<file path="src/rtl/program_loader.sv">
// program_loader: streams a program into instruction memory, then runs the core.
// Ports: clk, rst_n | start/prog_len | src_* | imem_* | cpu_rst_n/cpu_instr | status.
module program_loader #(
    parameter int          ADDR_WIDTH = 8,
    parameter logic [31:0] HALT_WORD  = 32'hFEFEFEFE,
    parameter int          TIMEOUT    = 1024
) (
    input  logic                  clk,
    input  logic                  rst_n,
    input  logic                  start,
    input  logic [ADDR_WIDTH:0]   prog_len,
    input  logic                  src_valid,
    input  logic [31:0]           src_data,
    output logic                  src_ready,
    output logic                  imem_we,
    output logic [ADDR_WIDTH-1:0] imem_addr,
    output logic [31:0]           imem_wdata,
    output logic                  cpu_rst_n,
    input  logic [31:0]           cpu_instr,
    output logic                  busy,
    output logic                  done,
    output logic                  timeout,
    output logic [31:0]           cycle_count
);

    typedef enum logic [2:0] {
        IDLE,
        LOAD,
        RUN,
        DONE,
        TMO
    } state_t;

    localparam logic [ADDR_WIDTH:0] MAX_LEN  = {1'b1, {ADDR_WIDTH{1'b0}}};
    localparam logic [31:0]         TMO_LAST = 32'(TIMEOUT - 1);

    state_t                state;
    logic [ADDR_WIDTH:0]   len;
    logic [ADDR_WIDTH-1:0] idx;
    logic                  start_ok;
    logic                  last_word;

    assign start_ok  = start && (prog_len != '0) && (prog_len <= MAX_LEN);
    // idx never exceeds len-1, so comparing idx+1 against len finds the final word
    assign last_word = (({1'b0, idx} + 1'b1) == len);

    assign src_ready = (state == LOAD);
    assign busy      = (state == LOAD) || (state == RUN);

    always_ff @(posedge clk or negedge rst_n) begin
        if (!rst_n) begin
            state       <= IDLE;
            len         <= '0;
            idx         <= '0;
            imem_we     <= 1'b0;
            imem_addr   <= '0;
            imem_wdata  <= '0;
            cpu_rst_n   <= 1'b0;
            done        <= 1'b0;
            timeout     <= 1'b0;
            cycle_count <= '0;
        end else begin
            imem_we <= 1'b0;
            unique case (state)
                IDLE, DONE, TMO: begin
                    if (start_ok) begin
                        state       <= LOAD;
                        len         <= prog_len;
                        idx         <= '0;
                        done        <= 1'b0;
                        timeout     <= 1'b0;
                        cycle_count <= '0;
                    end
                end
                LOAD: begin
                    if (src_valid) begin
                        imem_we    <= 1'b1;
                        imem_addr  <= idx;
                        imem_wdata <= src_data;
                        idx        <= idx + 1'b1;
                        if (last_word) begin
                            state <= RUN;
                        end
                    end
                end
                RUN: begin
                    // First RUN cycle carries the last write; release core after it
                    if (!cpu_rst_n) begin
                        cpu_rst_n <= 1'b1;
                    end else begin
                        if (cycle_count != '1) begin
                            cycle_count <= cycle_count + 1'b1;
                        end
                        if (cpu_instr == HALT_WORD) begin
                            state     <= DONE;
                            done      <= 1'b1;
                            cpu_rst_n <= 1'b0;
                        end else if (cycle_count == TMO_LAST) begin
                            state     <= TMO;
                            timeout   <= 1'b1;
                            cpu_rst_n <= 1'b0;
                        end
                    end
                end
                default: begin
                    state     <= IDLE;
                    cpu_rst_n <= 1'b0;
                end
            endcase
        end
    end

endmodule

</file>
<file path="config.mk">
export PLATFORM = sky130hd
export DESIGN_NAME = program_loader
export DESIGN_NICKNAME = d
export VERILOG_FILES = /design/src/rtl/program_loader.sv
export SDC_FILE = /design/constraint.sdc
export NUM_CORES = 1
export LEC_CHECK = 0
export BUFFER_PORTS_ARGS = -buffer_cell sky130_fd_sc_hd__clkbuf_2
export CORE_ASPECT_RATIO = 1.4
export CORE_MARGIN = 1.5
export CORE_UTILIZATION = 35
export CTS_CLUSTER_SIZE = 28
export DETAILED_ROUTE_END_ITERATION = 7
export GPL_TIMING_DRIVEN = 0
export PLACE_DENSITY = 0.63
export SYNTH_ARGS = -nofsm -noshare
export SYNTH_HDL_FRONTEND = slang
export SYNTH_SLANG_ARGS = --single-unit
</file>
<file path="constraint.sdc">
create_clock -name clk -period 5.7 [get_ports clk]
set_clock_uncertainty 0.1 [all_clocks]
set_input_delay 0.57 -clock clk [delete_from_list [all_inputs] [get_ports clk]]
set_output_delay 0.57 -clock clk [all_outputs]
set_load 0.02 [all_outputs]
</file>
==> Word-level counts from Yosys, hierarchy flattened <==
Index checks and enable logic that the tools add are counted.
{ "classes": {"add_sub_neg": 3, "magnitude_cmp": 1, "n_eq_ne": 17, "mux": 28, "reduce_logical": 16} }
{ "ops": {"columns": ["op", "count"], "rows": [
  ["$mux 32", 3],
  ["$pmux 32 s2", 1],
  ["$add 32x1->32 const B", 1],
  ["$eq 32x10->1 const B", 1],
  ["$eq 32x32->1 const B", 1],
  ["$ne 32x32->1 const B", 1],
  ["$mux 3", 6],
  ["$mux 8", 2],
  ["$pmux 8 s2", 1],
  ["$mux 1", 11],
  ["$reduce_and 5->1", 2],
  ["$add 8x1->9 const B", 1],
  ["$eq 9x9->1", 1],
  ["$le 9x9->1 const B", 1],
  ["$pmux 3 s3", 1],
  ["$reduce_bool 9->1", 1],
  ["$add 8x1->8 const B", 1],
  ["$ne 2x1->1 const B", 4],
  ["$ne 2x2->1 const B", 4],
  ["$reduce_and 4->1", 2],
  ["$eq 3x2->1 const B", 2],
  ["$pmux 1 s2", 3],
  ["$reduce_and 2->1", 2],
  ["$reduce_bool 2->1", 2],
  ["other kinds (9)", 10]
]} }
{ "word_totals": {"ff_bits": 96, "word_cells": 75} }

==> Longest topological paths before layout <==
Gate-level depths: netlist of the first run.
{ "logic_depth": {"ltp_word": 5, "depth_mapped": 8, "mapped_depth_nobuf": 7} }

==> Least setup slack after synthesis of the first run <==
Ideal clock, no wire load.
{ "synth_path": {"path_type": "register -> register", "start": "reg cycle_count[0]", "end": "reg cycle_count[13]", "arrival_ns": 2.337, "slack_ns": 3.153, "path_stages_with_launch": 9, "n_path_buf": 1, "cell_sequence": "dfrtp_1 -> ha_1 -> nand4_1 -> nor4_1 -> nand3_1 -> nand2_1 -> buf_2 -> o21ai_0 -> o41ai_1"} }
{ "synth_via": {"elab_chain_cells": 4, "elab_cells_between_ends": 7, "cone_classes": "add/sub: 1; eq/ne: 2; mux: 3; reduce/logical: 1"} }
{ "synth_lines": {"columns": ["item", "line_no", "text"], "rows": [
  ["start: declaration", "23", "output logic [31:0] cycle_count"],
  ["start signal: assignment", "92", "cycle_count <= cycle_count + 1'b1;"],
  ["$add 32x1->32", "92", null],
  ["$mux 32", "91", "if (cycle_count != '1) begin"],
  ["$mux 32", "88", "if (!cpu_rst_n) begin"],
  ["$pmux 32 s2", "64", "unique case (state)"]
]} }
Parallel ways exist; a longest one is shown, timed or not. The select of a mux whose other input is x is not followed.
A chain may end at the register's enable or synchronous reset.

==> Worst setup path in the final report of the first run <==
Ends and elaborated chain as after synthesis.

==> results of run 1 <==
[flip-flops by register name, summed over array words and instances (netlist names)]
name and cells:
cpu_rst_n 1, len 9, done 1, timeout 1
idx 8, state 3, imem_addr 8, imem_wdata 32
imem_we 1, cycle_count 32
[worst reg2reg max path, cell delays in order, from the launching register on]
cell	delay (ps)
dfrtp_1	420
ha_1	260
nand4_1	190
nor4_1	790
nand3_1	500
nand2_1	320
buf_2	270
o21ai_0	120
o41ai_1	90
[placed cells by master (no fill, tap or decap), types with 5 or more instances in the layout]
master	netlist	final
a21oi_1	18	18
nor3_1	10	10
clkbuf_2	0	153
nor4_1	11	11
clkbuf_16	0	9
nand4_1	18	18
buf_2	5	5
o31ai_1	16	16
and2_1	5	5
inv_1	8	8
nand4b_1	5	5
dfrtp_1	96	96
clkbuf_1	22	22
xnor2_1	10	10
o21ai_0	46	46
nand2_1	152	152
and3_1	7	7
a31oi_1	8	8
mux2_2	9	9
nand3_1	14	14
nor2_1	29	29
[synthesized netlist by cell type, drive strengths merged, types with 2 or more instances]
| cell type | count |
|---|---|
| a2111oi | 2 |
| a21o | 3 |
| a21oi | 18 |
| a31oi | 8 |
| and2 | 5 |
| and3 | 7 |
| and4 | 2 |
| buf | 5 |
| clkbuf | 22 |
| dfrtp | 96 |
| ha | 2 |
| inv | 9 |
| mux2 | 9 |
| nand2 | 152 |
| nand2b | 4 |
| nand3 | 14 |
| nand4 | 19 |
| nand4b | 5 |
| nor2 | 29 |
| nor2b | 3 |
| nor3 | 10 |
| nor4 | 13 |
| o21a | 4 |
| o21ai | 46 |
| o31ai | 16 |
| o41ai | 3 |
| or3 | 5 |
| or4 | 4 |
| or4b | 2 |
| xnor2 | 10 |
| xor2 | 4 |
[logic make-up (layout without fill, tap and decap cells)]
kind of cell	after synthesis	in the layout
AND/OR/NAND/NOR	281	281
AO/OA/AOI/OAI	110	110
flip-flops	96	96
buffers and inverters	36	207
XOR/XNOR	14	14
multiplexers	9	9
adder cells (fa/ha/maj)	2	2
[layer usage]
layer	track usage [%]	share of wire [%]	wire, um
met5	0	0	0
met3	3.68	5.7	785
met1	24.0	42	5830
met4	6.63	2.1	294
met2	33.1	50	6850
[layout make-up]
cell class                 count  share of cell area [%]
sequential                    96                    38.9
tap                          182                    3.68
clock inverter                 7                   0.992
inverter                       9                   0.547
timing repair buffer         155                    13.0
multi-input combinational    416                    37.6
buffer                        27                    1.74
clock buffer                   9                    3.64
[per-stage QoR]
stage                     worst slack, ps  hold slack, ps  instance area [sq um]  util (%)  std cells
after global placement               2480             357                   5860      43.6        884
after global routing                 2210             239                   6180      46.0        901
final                                2530             182                   6180      46.0        901
after CTS                            2580             212                   6180      46.0        901
after floorplan                      3150             174                   4870         -        548
after detailed placement             2430             363                   5890      43.8        885
[worst min-delay path by stage]
stage / endpoint / start / depth (start not counted) / slack [ps]
floorplan: cpu_rst_n$_DFFE_PN0N_ / rst_n / 0 / 170
global placement: imem_wdata[2]$_DFFE_PN0P_ / imem_wdata[2]$_DFFE_PN0P_ / 2 / 360
detailed placement: imem_wdata[4]$_DFFE_PN0P_ / imem_wdata[4]$_DFFE_PN0P_ / 2 / 360
CTS: imem_wdata[1]$_DFFE_PN0P_ / rst_n / 1 / 210
finish: imem_wdata[2]$_DFFE_PN0P_ / rst_n / 1 / 180
global route: imem_wdata[2]$_DFFE_PN0P_ / rst_n / 1 / 240
[power by group through the flow]
stage	clock (uW)	combinational, uW	sequential [uW]
global placement	0	817	942
floorplan	0	429	1060
finish	596	837	936
CTS	611	841	936
global route	646	931	960
detailed placement	0	839	948
==> run summary, run 1 <==
The run finished with clean final reports. After clock tree synthesis, the repair step resized 0 gates. The required time of the critical path came out at 5840 ps. The setup fix buffers added after clock tree synthesis is 0. The proportion of layout cells with a drive suffix above 1 is 27.5%. In the synthesized netlist the async set-or-reset flop fraction comes to 100%. The vertical die dimension came out at 143 um. The sequential fraction of design power is 39.5%. The net switching power figure came out at 934 uW.

The hold violation count in the final report is 0. The routed design could run at a clock period as short as 3170 ps. The sequential cell area is 2400 sq um. The share of the clock period used by the worst path came out at 55.6%.

The final route contains 4707 vias. The mux share of post-synthesis cell area is 2.08%. STA classifies the critical path startpoint as a register. The count of buffering cells on the critical path with inverters included is 1. The critical path arrival came out at 3310 ps.

The primary flip-flop cell chosen by synthesis mapping is dfrtp_1. Counting flops with a built-in enable in the synthesized netlist gives 0. The part of the power in the clock network is 25.2%. The biggest area contributor in the post-synthesis netlist is dfrtp_1. The kind of cell with the highest combined delay along the critical path is simple AND/OR/NAND/NOR gates. The post-DP HPWL came out at 10100 um. The overall power is 2370 uW.

The synthesized netlist cell count came out at 548. The largest net degree at the start of global routing is 50. The worst setup path is of the reg -> reg kind. The count of port buffers added during placement came out at 154. The initial standard-cell utilization of the core is 36.2%. The post-synth net total came out at 627. The type of element capturing the critical path is a register. The number of synthesis warnings came out at 0. Dividing the detail-routed via count by the number of cells gives 5.22. The area share of the largest cell type after synthesis is 49.4%. Wires add up to 13800 um. The end of the worst register-to-register path is cycle_count[13]$_DFFE_PN0P_. Net switching is 39.4% of the power.

Among all stages on the critical path, the largest delay is contributed by nor4_1. In this run the count of I/O pins placed on the die edge is 155. The final setup TNS came out at 0 ps. No sink is reached through more buffers than the 2 on the longest clock path. The average footprint of a synthesized cell is 8.88 sq um. The total clock buffers created by CTS came out at 9. The area share of xor/xnor cells in the synthesized design came out at 2.52%. The synthesized design contains 96 register bits. The area added between synthesis and finish is 27.0%. The area fraction in compound gates after synthesis came out at 14.5%.

Setup repair after global routing left no endpoint under its margin. Following the worst setup path forward leads to its endpoint at cycle_count[13]$_DFFE_PN0P_. The class of the worst hold path is in -> async. The violation count after the first detailed-routing iteration is 329. The number of hold buffers added after CTS was 0. The most critical setup path has its startpoint at cycle_count[0]$_DFFE_PN0P_. The depth of the worst register-to-register path came out at 8.

The slew at the pin closest to its max-slew limit came out at 872 ps. After floorplanning, the core was sized to cover 13500 sq um. The total global routing track utilization came out at 19.3%. The number of pins exceeding their max-slew limit in the final report was 0.

The main combinational cell family by area after synthesis is simple AND/OR/NAND/NOR gates. The number of unique standard cell types used by synthesis came out at 56. The overflow left after global routing is 0. By area the synthesized netlist is led by dfrtp_1, nand2_1, o21ai_0. The die outline area came out at 14600 sq um. The critical path's largest stage delay is 790 ps. Summed over all cells, the static leakage comes to 0.00303 uW.

Clock-pin slew was measured on the worst setup and hold paths at 80 ps. The number of sinks on the clock net is 96. The depth of the CTS H-tree is 3.

The number of nets in the finished design is 793. TritonCTS built the clock tree. The total DRC errors in the routed layout came out at 0. The number of max-capacitance violations reported is 0. The first-pass GRT wire length came out at 22300 um. The later pin in the worst-skew pair is clocked with a latency of 350 ps.

Setup violations remaining at the end of the flow were counted as 0. The setup slack of the worst register-to-register path is 2530 ps. The cell internal power dissipation is 1430 uW. The area of combinational cells with multiple inputs is 2320 sq um.

The placer congestion estimate came out at 0.847. After filler insertion, the fill cell instance count of the layout stands at 1323. The average wire per standard cell is 15.3 um. The number of rows created at floorplan is 50. The worst register-to-register path begins at cycle_count[0]$_DFFE_PN0P_.

The tree is rooted in a clkbuf_16. The overall die width came out at 103 um. The synthesized netlist occupies a cell area of 4870 sq um.

The cell depth of the worst setup path is 8. Per report_power, the combinational group accounts for 35.3% of the total. The maximum fanout encountered on the critical timing path is 10. The fmax is 315 MHz. Sequential elements use 49.4% of the synthesized area. Measured against its own limit, the worst slew margin works out to 41.3%. The number of antenna violations at the first check in global routing is 0.

The repair_antennas step left the layout with diodes totalling 0. The peak supply drop came out at 163 uV. The area share of and/or/nand/nor cells after synthesis is 28.1%.

The critical path goes through ha_1 > nand4_1 > nor4_1 > nand3_1 > nand2_1 > buf_2 > o21ai_0 > o41ai_1. For this design the ratio of total power to cell area is 383 nW/um^2. The number of routed nets with antenna violations is 0.

The number of global-route vias before repair is 4513. The length of the first detailed-routing pass in iterations is 6. The synthesized netlist devotes 0.514% of its cell area to adder and majority cells.
Note: power is estimated with default switching activity, not from simulation.
==> run 2, diff against run 1 <==
- ABC_AREA: unset -> 1
- clock period: 5.7 -> 3.1 ns (I/O delays scaled with it)
==> run 2 against run 1 <==
- combinational power grew to 2.7 times the previous value
- synthesized cell count is 37% higher
- sequential power is 90% higher
- register-to-register slack worse by 1600 ps
- clock-buffer cell count stayed put
- critical endpoint is now busy
- largest cell class is now multi-input gates
- largest power group is now combinational logic
- highest routed layer unchanged
==> run summary, run 2 <==
The clock root buffer master is clkbuf_16. The TritonCTS clock tree is done. For the worst-skew pair, the clock arrives at the later sink with an insertion delay of 350 ps.

The area added between synthesis and finish is 25.3%. Setup violations remaining at the end of the flow were counted as 0. The number of nets in the finished design is 996. The core region is 15000 sq um. The fraction of the mapped netlist area in adder cells came out at 0.467%.

The hold violation count in the final report came out at 0. The primary flip-flop cell chosen by synthesis mapping is dfrtp_1. The count of placed standard cells in the final layout, fillers left out came out at 1114. The synthesized design devotes to its leading area cell type 44.9% of total area.

For this run, the share of the core covered by cells in the final layout is 44.8%. After synthesis, the netlist uses 34 different library cells. The worst setup timing slack at the placement stage came out at 758 ps. The area share of xor/xnor cells in the synthesized design came out at 4.09%. The number of routed nets with antenna violations came out at 0. In this run, the number of DRC markers left after iteration 0 of detailed routing was 135.

Across all hold checks on the routed design, the worst slack comes to 48.8 ps. The vertical die dimension is 149 um. The number of cells in the design after placement is 1097. The required time of the critical path came out at 2690 ps.

The depth of the worst register-to-register path is 12. The critical path arrival came out at 1910 ps. In this run the worst setup path begins at state[0]$_DFFE_PN0P_. The length of the first detailed-routing pass in iterations is 4. In the layout the commonest cells are nand2_1, clkbuf_2, nor2_1, dfrtp_1, inv_1.

The number of ports placed on the die boundary is 155. The average instance in the mapped netlist occupies 7.14 sq um. The number of buffers on the longest clock path is 2. The proportion of layout cells with a drive suffix above 1 is 23.5%. The main combinational cell family by area after synthesis is simple AND/OR/NAND/NOR gates.

The placer congestion estimate is 0.948. The startpoint identified for the worst register-to-register timing path is cycle_count[1]$_DFFE_PN0P_. The via density per instance is 4.71.

The number of synthesis warnings is 0. The HPWL after detailed placement is 11900 um. The fmax came out at 432 MHz. The setup slack of the worst register-to-register path came out at 890 ps. The clock transition at the registers of the reported paths came out at 70 ps. The most common cell in the synthesized netlist is nand2_1. The type of the worst setup path is reg -> out. Following the worst setup path forward leads to its endpoint at busy.

The area fraction in compound gates after synthesis came out at 6.43%. The number of max-capacitance violations reported came out at 0. The first-pass GRT wire length came out at 25200 um.

The overflow left after global routing is 0. Global routing used 20.0% of the available tracks across all layers. The share of the clock period used by the worst path is 74.7%. The floorplan step defined a die boundary enclosing 16100 sq um. The largest registers in the layout are cycle_count: 32 flops, imem_wdata: 32 flops, len: 9 flops. The number of diodes added for antenna fixing is 0.

Synthesis produced a netlist with a net count of 829. By area the synthesized netlist is led by dfrtp_1, nand2_1, nor2_1. The netlist area before placement is 5360 sq um.

The number of antenna violations at the first check in global routing is 0. The kind of start point of the critical path is a register. At the pin with the least slew margin, the transition time is 994 ps.

The initial standard-cell utilization of the core is 35.7%. The number of pins exceeding their max-slew limit in the final report was 0. STA classifies the critical path endpoint as a primary output. The final setup TNS is 0 ps. For this design the ratio of total power to cell area is 773 nW/um^2. Yosys mapped a number of flops with a built-in enable equal to 0. The post-cts resize count came out at 0. The mux share of post-synthesis cell area is 0%.

The path class of the tightest hold or removal check is in -> reg. The worst register-to-register path ends at cycle_count[22]$_DFFE_PN0P_. The post-synthesis register bit count is 96. The number of global-route vias before repair is 5123. The flow ran to the end, and the final reports show no timing, DRC or antenna violations.

Setup repair after global routing left no endpoint under its margin. The total clock buffers created by CTS is 9. The post-detailed-routing wire length is 15100 um. The biggest area contributor in the post-synthesis netlist is dfrtp_1.

The area share of and/or/nand/nor cells after synthesis is 37.4%. The analysis attributes to cell leakage a power of 0.00342 uW. The number of rows created at floorplan is 53. Setup slack on the critical path of the routed design comes to 783 ps.

The final critical-path required period is 2320 ps. The fraction of synthesis flops using an asynchronous set or reset pin is 100%. The synthesized netlist cell count came out at 750. The via count is 5252. The number of sinks on the clock net came out at 96. The worst slew margin relative to its limit came out at 33.2%. The H-tree was split into 3 levels. Leaving out fill and tap cells, the most frequent cell in the layout is nand2_1. In this run the horizontal extent of the chip is 108 um. The commonest cells after synthesis are nand2_1, dfrtp_1, nor2_1.

The maximum fanout encountered on the critical timing path is 10. The count of cells along the worst hold path is 3. The peak supply drop is 431 uV. The sequential share of the synthesized area is 44.9%. During placement, the flow inserted port buffers numbering 154. The largest net degree at the start of global routing came out at 64. The average wire per standard cell came out at 13.6 um. In the routed design, unresolved DRC markers number 0.
## run 2: critical path: stages, from the launching register on
cell      delay (ps)
dfrtp_1          380
inv_2             90
nand2_2           90
nor2_4           240
inv_2            150
clkbuf_1         250
nand2_1          160
clkbuf_2         180
## run 2: cell type report
class | count | area, sq um
Inverter | 65 | 246
Clock inverter | 7 | 77.6
Buffer | 19 | 115
Tap cell | 192 | 240
Sequential cell | 96 | 2400
Timing Repair Buffer | 156 | 811
Clock buffer | 9 | 225
Multi-Input combinational cell | 570 | 2590
Fill cell | 1613 | 8280
## run 2: what timing repair did
item / CTS / global route
endpoints found under the hold margin: 33 / 0
buffers inserted: 0 / 0
hold buffers: 1 / 0
## run 2: cells by family (layout without fill, tap and decap cells)
group	count (synthesis)	in the layout
buf+inv	84	256
xor+xnor	25	25
compound gates	54	54
simple gates	489	489
flops	96	96
fa+ha+maj	2	2
## run 2: worst min path at each step
stage,start,end,slack [ps]
finish,src_data[14],imem_wdata[14]$_DFFE_PN0P_,50
CTS,src_data[14],imem_wdata[14]$_DFFE_PN0P_,30
global route,src_data[8],imem_wdata[8]$_DFFE_PN0P_,50
floorplan,rst_n,cpu_rst_n$_DFFE_PN0N_,-90
detailed placement,rst_n,imem_addr[5]$_DFFE_PN0P_,240
global placement,timeout$_DFFE_PN0P_,timeout$_DFFE_PN0P_,360
## run 2: report_power, final
| group | leakage, uW | switching (uW) | internal [uW] | total, uW |
|---|---|---|---|---|
| Combinational | 0.00201 | 1550 | 709 | 2260 |
| Clock | 0.000146 | 515 | 633 | 1150 |
| Sequential | 0.00126 | 196 | 1580 | 1780 |
## run 2: per-stage QoR
stage	cell area (sq um)	power, uW
3_3_place_gp	6370	4050
3_5_place_dp	6400	4090
2_1_floorplan	5360	3310
5_1_grt	6710	5590
4_1_cts	6710	5260
6_report	6710	5180
## run 2: metal layers
layer	vias up	share of wire, %	track usage [%]
li1	2685	-	-
met5	-	0	0
met4	0	3.6	10.9
met2	143	51	35.0
met1	2394	41	23.4
met3	30	4.6	2.97
==> run 3, diff against run 2 <==
- ABC_AREA: 1 -> 0
- clock period: 3.1 -> 2.3 ns (I/O delays scaled with it)
==> run 3 against run 2 <==
- via count decreased by 4.2%
- first-iteration DRC count increased by 84%
- power increased by 25%
- register-to-register slack got worse by 900 ps
- the run now ends with negative setup slack left
- core utilization increased by 8.6 points
- critical path depth unchanged
- non-clock buffer count increased by 78
- combinational power increased by 7%
- worst hold slack got worse by 24 ps
- cell count decreased by 13%
- clock power increased by 52%
- largest cell class unchanged
- flip-flop and latch count unchanged
==> run summary, run 3 (synthesized netlist as in run 1, its figures left out) <==
In the final layout, the registers with the most flip-flops are cycle_count: 32 flops, imem_wdata: 32 flops, len: 9 flops. The total power divided by cell area came out at 901 nW/um^2. The number of ports placed on the die boundary came out at 155.

The number of antenna violations at the first check in global routing is 0. The depth of the worst register-to-register path came out at 7. The hold violation count in the final report is 0. In this run the number of H-tree levels came out at 3. Leaving out fill and tap cells, the most frequent cell in the layout is clkbuf_2. The critical path arrival came out at 2470 ps. OpenSTA, run right after detailed placement, puts the worst setup slack at -668 ps.

IR analysis of the VDD net gives a maximum drop of 460 uV. The routed design could run at a clock period as short as 2310 ps. The core footprint came out at 13500 sq um.

STA puts the critical path data required time at 2450 ps. The final worst setup slack came out at -14.9 ps. The number of routed nets with antenna violations came out at 0.

The number of buffers on the longest clock path came out at 2. The dominant delay contributor by cell family on the critical path is compound AO/OA/AOI/OAI gates. The proportion of layout cells with a drive suffix above 1 came out at 35.9%. The length of the first detailed-routing pass in iterations came out at 5. The count of port buffers added during placement came out at 154.

The count of buffering cells on the critical path with inverters included came out at 1. Among all stages on the critical path, the largest delay is contributed by o41a_1. In the final design database the tool counted 864 nets.

The flow ran to the end, but the final reports show violations. The count of filler cells inserted in the layout is 1214. The final reports fail on negative setup slack.

The overall die width came out at 103 um. The number of sinks on the clock net came out at 96. The critical path goes through nor4b_4 > and4bb_4 > o41a_1 > buf_6 > a21oi_4 > o21ai_0 > o31ai_1. The cell sitting at the root of the clock tree is a clkbuf_16. The fmax is 432 MHz. For this design the static power due to leakage is 0.00346 uW. The worst hold path belongs to the class in -> reg. The clock insertion delay at the later pin of the skew report came out at 340 ps. The final setup TNS came out at -14.9 ps. By startpoint and endpoint, the worst setup path is classified as reg -> reg.

Across all register-to-register paths, the minimum setup slack is -10 ps. In the layout the commonest cells are clkbuf_2, nand2_1, dfrtp_1. The final setup violation count is 1. In this run the worst path has a maximum fanout of 8. The post-detailed-routing wire length came out at 15200 um. The core occupancy in the finished layout came out at 53.4%. The worst setup path is captured at a register. The total global routing track utilization came out at 20.3%. The die outline area came out at 14600 sq um. The number of global-route vias before repair was 4816. Along the worst hold path, the cell count comes to 3. The number of pins exceeding their max-slew limit in the final report came out at 0. The area added between synthesis and finish came out at 47.5%. The number of rows created at floorplan is 50.

STA classifies the critical path startpoint as a register. In this run, placement finished with an instance count of 885. For this run, the slowest stage of the critical path takes 510 ps.

The placer congestion estimate came out at 0.837. The overflow left after global routing came out at 0. The initial standard-cell utilization of the core came out at 36.2%.

The via density per instance is 5.18. After clock tree synthesis, the clock-pin slew on the worst setup and hold paths is 70 ps. The wire-length estimate of the detail-placed layout is 10200 um. At the pin with the least slew margin, the transition time is 904 ps.

Across the run, the number of max-cap violations was 0. The average wire per standard cell came out at 15.6 um. In this run the vertical extent of the chip is 143 um. The share of the clock period used by the worst path came out at 101%. The count of placed standard cells in the final layout, fillers left out is 972. The violation count after the first detailed-routing iteration is 249. The first-pass GRT wire length came out at 23500 um. The TritonCTS clock tree is done.

The number of diodes added for antenna fixing came out at 0. Setup repair after global routing could not meet its margin everywhere. The largest net degree at the start of global routing is 51. The routed layout has 5032 vias. In this run the number of cells on the critical path is 7. The total clock buffers created by CTS is 9.

The total DRC errors in the routed layout is 0. The worst slew margin relative to its limit is 39.2%.
## run 3: changes by cell type in the layout (fill, tap and decap cells not counted), moves of 13 or more
| cell | before | now |
|---|---|---|
| a21oi_1 | 2 | 16 |
| buf_4 | 2 | 40 |
| dfrtp_1 | 96 | 81 |
| dfrtp_2 | 0 | 15 |
| dlygate4sd3_1 | 1 | 32 |
| inv_1 | 60 | 8 |
| nand2_1 | 310 | 150 |
| nand3_1 | 33 | 12 |
| nor2_1 | 96 | 26 |
| o21ai_2 | 13 | 0 |
| o31ai_1 | 0 | 16 |
| xor2_1 | 18 | 4 |
## run 3: through the flow
stage               area [sq um]  hold WS [ps]  power, uW
CTS                         6900          2.44       6410
global route                7180          37.9       6860
global placement            5920           322       4360
detailed placement          5950           242       4430
floorplan                   4920          -166       3690
finish                      7180          25.0       6470
## run 3: final cells by class
type / count / area, sq um / area share, %
multi-input cells: 416 / 2540 / 35.4
flip-flops and latches: 96 / 2420 / 33.7
repair buffers: 229 / 1450 / 20.2
clock buffers: 10 / 229 / 3.19
well taps: 182 / 228 / 3.17
plain buffers: 24 / 163 / 2.27
clock inverters: 6 / 115 / 1.60
inverters: 9 / 33.8 / 0.471
## run 3: timing repair
| action | CTS | global route |
|---|---|---|
| endpoints found under the setup margin | 55 | 76 |
| hold endpoints to repair | 76 | 1 |
| cloned | 0 | 1 |
| pin swaps | 15 | 22 |
| hold buffers | 31 | 1 |
| buffers inserted | 22 | 21 |
| gates resized for setup | 33 | 49 |
## run 3: metal layers
metal,global-route usage [%],routed length [um]
met1,24.5,6140
met3,3.78,894
met2,36.1,7790
met5,0,0
met4,6.34,338
## run 3: worst reg2reg max path, delay by kind of cell, from the launching register on
family / cells / cell delay (ps)
buffers and inverters: 1 / 170
AO/OA/AOI/OAI: 4 / 940
flip-flops: 1 / 480
AND/OR/NAND/NOR: 2 / 540
## run 3: path summary, 6_finish.rpt
kind                                               to                      start
max in group asynchronous  cycle_count[6]$_DFFE_PN0P_                      rst_n
setup reg to reg                   idx[5]$_DFFE_PN0P_       state[2]$_DFFE_PN0P_
hold / removal             imem_wdata[13]$_DFFE_PN0P_               src_data[13]
hold reg to reg             imem_wdata[0]$_DFFE_PN0P_  imem_wdata[0]$_DFFE_PN0P_
min in group asynchronous    imem_addr[5]$_DFFE_PN0P_                      rst_n
setup / recovery                   idx[5]$_DFFE_PN0P_       state[2]$_DFFE_PN0P_
## run 3: where the power goes
| group | total, uW | internal [uW] | switching (uW) |
|---|---|---|---|
| clock network | 1750 | 1070 | 674 |
| logic | 2410 | 964 | 1450 |
| registers | 2310 | 2060 | 250 |
